$ cat src/rtl/alu_wb_stage_pkg.sv
// Shared definitions for the ALU writeback stage: opcode encoding and the
// compare-class decode that suppresses register writes.
package alu_wb_stage_pkg;

    typedef enum logic [3:0] {
        ALU_AND = 4'h0,
        ALU_EOR = 4'h1,
        ALU_SUB = 4'h2,
        ALU_RSB = 4'h3,
        ALU_ADD = 4'h4,
        ALU_ADC = 4'h5,
        ALU_SBC = 4'h6,
        ALU_RSC = 4'h7,
        ALU_TST = 4'h8,
        ALU_TEQ = 4'h9,
        ALU_CMP = 4'hA,
        ALU_CMN = 4'hB,
        ALU_ORR = 4'hC,
        ALU_MOV = 4'hD,
        ALU_BIC = 4'hE,
        ALU_MVN = 4'hF
    } alu_op_e;

    localparam int PC_REG = 15;

    // Compare-class ops only produce flags; they never write a register.
    function automatic logic is_alu_cmp(input logic [3:0] op);
        return (op == ALU_TST) || (op == ALU_TEQ) || (op == ALU_CMP) || (op == ALU_CMN);
    endfunction

endpackage

$ cat src/rtl/alu_wb_stage_wb_fifo2.sv
// Two-entry skid FIFO between the ALU and the register-file write port.
// Flush empties it on the next edge and drops any coincident push.
module alu_wb_stage_wb_fifo2 #(
    parameter int WIDTH = 37
) (
    input  logic             clk,
    input  logic             rst_n,
    input  logic             flush,
    input  logic             push,
    input  logic             pop,
    input  logic [WIDTH-1:0] wr_data,
    output logic [WIDTH-1:0] rd_data,
    output logic             not_empty,
    output logic             not_full
);

    logic [WIDTH-1:0] mem_reg [2];
    logic             rd_ptr_reg;
    logic             wr_ptr_reg;
    logic [1:0]       count_reg;
    logic             push_ok;
    logic             pop_ok;

    assign not_empty = (count_reg != 2'd0);
    assign not_full  = (count_reg != 2'd2);
    assign push_ok   = push & not_full & ~flush;
    assign pop_ok    = pop & not_empty;
    assign rd_data   = mem_reg[rd_ptr_reg];

    generate
        for (genvar gi = 0; gi < 2; gi++) begin : g_slot
            always_ff @(posedge clk) begin
                if (push_ok && (wr_ptr_reg == 1'(gi))) begin
                    mem_reg[gi] <= wr_data;
                end
            end
        end
    endgenerate

    always_ff @(posedge clk or negedge rst_n) begin
        if (!rst_n) begin
            count_reg  <= 2'd0;
            rd_ptr_reg <= 1'b0;
            wr_ptr_reg <= 1'b0;
        end else if (flush) begin
            count_reg  <= 2'd0;
            rd_ptr_reg <= 1'b0;
            wr_ptr_reg <= 1'b0;
        end else begin
            if (push_ok) wr_ptr_reg <= ~wr_ptr_reg;
            if (pop_ok)  rd_ptr_reg <= ~rd_ptr_reg;
            count_reg <= count_reg + 2'(push_ok) - 2'(pop_ok);
        end
    end

endmodule

$ cat src/rtl/alu_wb_stage.sv
// Execute-to-writeback stage: architectural NZCV, 2-deep result FIFO, PC-write flag.
// Optional stall counter on o_stall_cnt when ALU_WB_PERF_EN is defined.
module alu_wb_stage
    import alu_wb_stage_pkg::*;
#(
    parameter int DATA_W = 32,
    parameter int REG_W  = 4
) (
    input  logic              i_clk,
    input  logic              i_rst_n,
    input  logic              i_flush,
    input  logic              i_valid,
    output logic              o_ready,
    input  logic [3:0]        i_opcode,
    input  logic              i_set_flags,
    input  logic [REG_W-1:0]  i_rd,
    input  logic [DATA_W-1:0] i_result,
    input  logic [3:0]        i_nzcv,
    output logic [3:0]        o_flags,
    output logic              o_wb_valid,
    input  logic              i_wb_ready,
    output logic              o_wb_en,
    output logic [REG_W-1:0]  o_wb_rd,
    output logic [DATA_W-1:0] o_wb_data,
    output logic              o_pc_write
`ifdef ALU_WB_PERF_EN
    ,
    output logic [31:0]       o_stall_cnt
`endif
);

    localparam int ENTRY_W = 1 + REG_W + DATA_W;

    logic [ENTRY_W-1:0] wr_entry;
    logic [ENTRY_W-1:0] head_entry;
    logic               head_we;
    logic [REG_W-1:0]   head_rd;
    logic [DATA_W-1:0]  head_data;
    logic               push;
    logic               pop;
    logic [3:0]         flags_reg;

    assign push     = i_valid & o_ready;
    assign pop      = o_wb_valid & i_wb_ready;
    assign wr_entry = {~is_alu_cmp(i_opcode), i_rd, i_result};

    alu_wb_stage_wb_fifo2 #(
        .WIDTH(ENTRY_W)
    ) u_fifo (
        .clk       (i_clk),
        .rst_n     (i_rst_n),
        .flush     (i_flush),
        .push      (push),
        .pop       (pop),
        .wr_data   (wr_entry),
        .rd_data   (head_entry),
        .not_empty (o_wb_valid),
        .not_full  (o_ready)
    );

    assign {head_we, head_rd, head_data} = head_entry;

    // Head fields are masked so an empty stage drives all-zero outputs.
    assign o_wb_en    = o_wb_valid & head_we;
    assign o_wb_rd    = o_wb_valid ? head_rd : '0;
    assign o_wb_data  = o_wb_valid ? head_data : '0;
    assign o_pc_write = o_wb_en & (head_rd == REG_W'(PC_REG));
    assign o_flags    = flags_reg;

    // Flags commit at push time so the very next ALU op sees them.
    always_ff @(posedge i_clk or negedge i_rst_n) begin
        if (!i_rst_n) begin
            flags_reg <= 4'b0000;
        end else if (push && !i_flush && (i_set_flags || is_alu_cmp(i_opcode))) begin
            flags_reg <= i_nzcv;
        end
    end

`ifdef ALU_WB_PERF_EN
    logic [31:0] stall_cnt_reg;

    always_ff @(posedge i_clk or negedge i_rst_n) begin
        if (!i_rst_n) begin
            stall_cnt_reg <= 32'd0;
        end else if (o_wb_valid && !i_wb_ready && (stall_cnt_reg != 32'hFFFF_FFFF)) begin
            stall_cnt_reg <= stall_cnt_reg + 32'd1;
        end
    end

    assign o_stall_cnt = stall_cnt_reg;
`endif

endmodule
$ cat config.mk
export PLATFORM = sky130hd
export DESIGN_NAME = alu_wb_stage
export DESIGN_NICKNAME = d
export VERILOG_FILES = /design/src/rtl/alu_wb_stage_pkg.sv /design/src/rtl/alu_wb_stage_wb_fifo2.sv /design/src/rtl/alu_wb_stage.sv
export SDC_FILE = /design/constraint.sdc
export NUM_CORES = 1
export LEC_CHECK = 0
export BUFFER_PORTS_ARGS = -buffer_cell sky130_fd_sc_hd__buf_2
export CORE_ASPECT_RATIO = 1.25
export CORE_MARGIN = 2
export CORE_UTILIZATION = 30
export DETAILED_ROUTE_END_ITERATION = 7
export PLACE_DENSITY = 0.52
export SYNTH_ARGS = -nofsm -noshare
export SYNTH_HDL_FRONTEND = slang
export SYNTH_SLANG_ARGS = --single-unit
$ cat constraint.sdc
create_clock -name i_clk -period 3.8 [get_ports i_clk]
set_clock_uncertainty 0.05 [all_clocks]
set_input_delay 0.76 -clock i_clk [delete_from_list [all_inputs] [get_ports i_clk]]
set_output_delay 0.76 -clock i_clk [all_outputs]
set_load 0.1 [all_outputs]
==> results.md <==
- Routed vias/inst: 4.40
- Sink Count: 82
- M1 wire length: 2.38 mm
- H-tree depth: 3
- # Max-Cap Violations: 0
- Max FO, Critical Path: 34
- Type of the worst setup path: reg2out
- CP max stage delay: 1.01 ns
- Synthesized area: 0.00324 mm^2
- # IOs: 94
- Final-report setup violation count: 0
- CTS Root Cell: clkbuf_16
- Peak Freq: 321 MHz
- Row count: 42
- Post-synth top flop: edfxtp_1
- Synth cell types: 26
- Post-place setup slack: 0.978 ns
- Antenna violations before repair: 0
- Die width: 96.9 um
- Synth Instances: 202
- Total global routing overflow: 0
- Violation count after the first detailed-route iteration: 68
- Overall routing resource usage: 11.3%
- Commonest non-fill, non-tap cell in the layout: buf_2
- Drt first pass iters: 4
- Critical Path AT: 2.31 ns
- RePlAce Congestion: 0.665
- Slowest CP cell: dfrtp_2
- DR top layer: met4
- Final TNS setup: 0 ns
- Drt total wl: 6.12 mm
- Inserted Clock Buffers: 9
- Reg area: 0.00242 mm^2
- Worst-path clk slew: 0.06 ns
- Worst Setup End Kind: primary output
- Port Buf Inserts: 91
- Postcts setup bufs: 0
- Slew HR: 34.3%
- Cell chain of the critical path: buf_4 > mux2i_1 > nor2_1 > buf_2
- Final Hold Vio Count: 0
- Clk_lat worst skew: 0.33 ns
- Max FFs per register: 74
- Met3 Routed Length: 298 um
- Fill cells: 1018
- Avg WL per Cell: 14.1 um
- Share of layout cells above drive strength 1: 38.4%
- Fin crit period: 3.12 ns
- Seq cells post-synth: 82
- Syn avg cell area: 16.0 um^2
- Max clock buf depth: 2
- Post-synth EDFFs: 74
- Largest net degree at the start of global routing: 38
- Post-DP HPWL: 3.99 mm
- Register area share after synthesis: 74.8%
- Unrepaired setup endpoints after global routing: no
- ANT cells: 0
- Met2 wire length: 3.31 mm
- Via count: 1909
- Final setup margin: 0.683 ns
- Cts repair resizes: 0
- Post-route ant nets: 0
- Worst Tran Pin Value: 0.986 ns
- WP data required: 2.99 ns
- Core area: 0.0106 mm^2
- CTS tree: built
- Commonest non-fill, non-tap cells in the layout: buf_2 (91), edfxtp_1 (74), nor2_1 (40), mux2i_1 (37), clkbuf_16 (9)
- Synth async-reset ratio: 9.76%
- Initial Util: 30.7%
- Post-route DRC: 0
- CP bufs+invs: 2
- Nets@finish: 350
- DIE AREA: 0.0116 mm^2
- Area delta synth->final: 28.2%
- CP top delay family: flip-flops
- Worst Setup Start Kind: register
- YS warnings: 0
- Post-CTS Hold Fix Bufs: 0
- Final worst-path cycle share: 82.0%
- Synth Net Count: 254
- Die height: 120 um
- Via count of the first global-routing pass: 2036
- Final core utilization: 39.3%
- Worst min path class: in2async
- Multi-input logic area: 773 um^2
- Max Slew Vio Count: 0
- Status: finished, final reports clean
- First-pass GRT wire length: 9.90 mm
[Yosys cell counts (2+ instances only)]
| master | number | area share [%] |
|---|---|---|
| inv_1 | 7 | 0.81 |
| mux2_4 | 4 | 1.9 |
| a21oi_1 | 2 | 0.31 |
| clkbuf_1 | 5 | 0.58 |
| ha_1 | 2 | 0.77 |
| buf_2 | 4 | 0.62 |
| xor2_1 | 2 | 0.54 |
| mux2i_1 | 37 | 11 |
| nor2_1 | 41 | 4.8 |
| dfrtp_1 | 8 | 6.2 |
| edfxtp_1 | 74 | 69 |
| o21ai_0 | 2 | 0.31 |
[cell families after synthesis]
| family | synth area share, % |
|---|---|
| xor gates and xnor gates | 0.812 |
| and+or+nand+nor | 7.11 |
| DFF | 74.8 |
| AOI/OAI and AO/OA | 0.966 |
| buffers and inverters | 2.24 |
| adders and majority gates | 0.773 |
| muxes | 13.3 |
[per-layer routing]
| layer | vias up | global-route usage [%] |
|---|---|---|
| li1 | 925 | - |
| met3 | 7 | 4.02 |
| met5 | - | 0 |
| met1 | 925 | 12.1 |
| met4 | 0 | 5.55 |
| met2 | 52 | 19.6 |
[path summary, 6_finish.rpt]
| path | slack (ns) | from | end | depth (start not counted) |
|---|---|---|---|---|
| min reg2reg | 0.46 | o_flags[1]$_DFFE_PN0P_ | o_flags[1]$_DFFE_PN0P_ | 1 |
| max | 0.68 | u_fifo.rd_ptr_reg$_DFFE_PN0P_ | o_wb_data[23] | 4 |
| max in group asynchronous | 3.31 | i_rst_n | u_fifo.rd_ptr_reg$_DFFE_PN0P_ | 1 |
| min in group i_clk | 0.46 | o_flags[1]$_DFFE_PN0P_ | o_flags[1]$_DFFE_PN0P_ | 1 |
| min | 0.21 | i_rst_n | u_fifo.count_reg[0]$_DFF_PN0_ | 1 |
| max reg2reg | 1.86 | u_fifo.count_reg[1]$_DFF_PN0_ | u_fifo.mem_reg[1][6]$_DFFE_PP_ | 5 |
[per-stage QoR]
stage	cell area, um^2	hold slack [ns]	instances
2_1_floorplan	3250	0.414	202
3_3_place_gp	3870	0.444	419
3_5_place_dp	3870	0.443	419
4_1_cts	4150	0.203	434
5_1_grt	4150	0.213	434
6_report	4150	0.208	434
[cell type report]
cell class | instances | area share, %
Multi-Input combinational cell | 103 | 18.6
Clock inverter | 4 | 1.06
Timing Repair Buffer | 95 | 11.7
Inverter | 7 | 0.633
Tap cell | 132 | 3.98
Sequential cell | 82 | 58.4
Clock buffer | 11 | 5.61
Power is left out: the tool's default activity adds up to more than one toggle a clock period on the data nets, which glitch-free logic cannot reach.
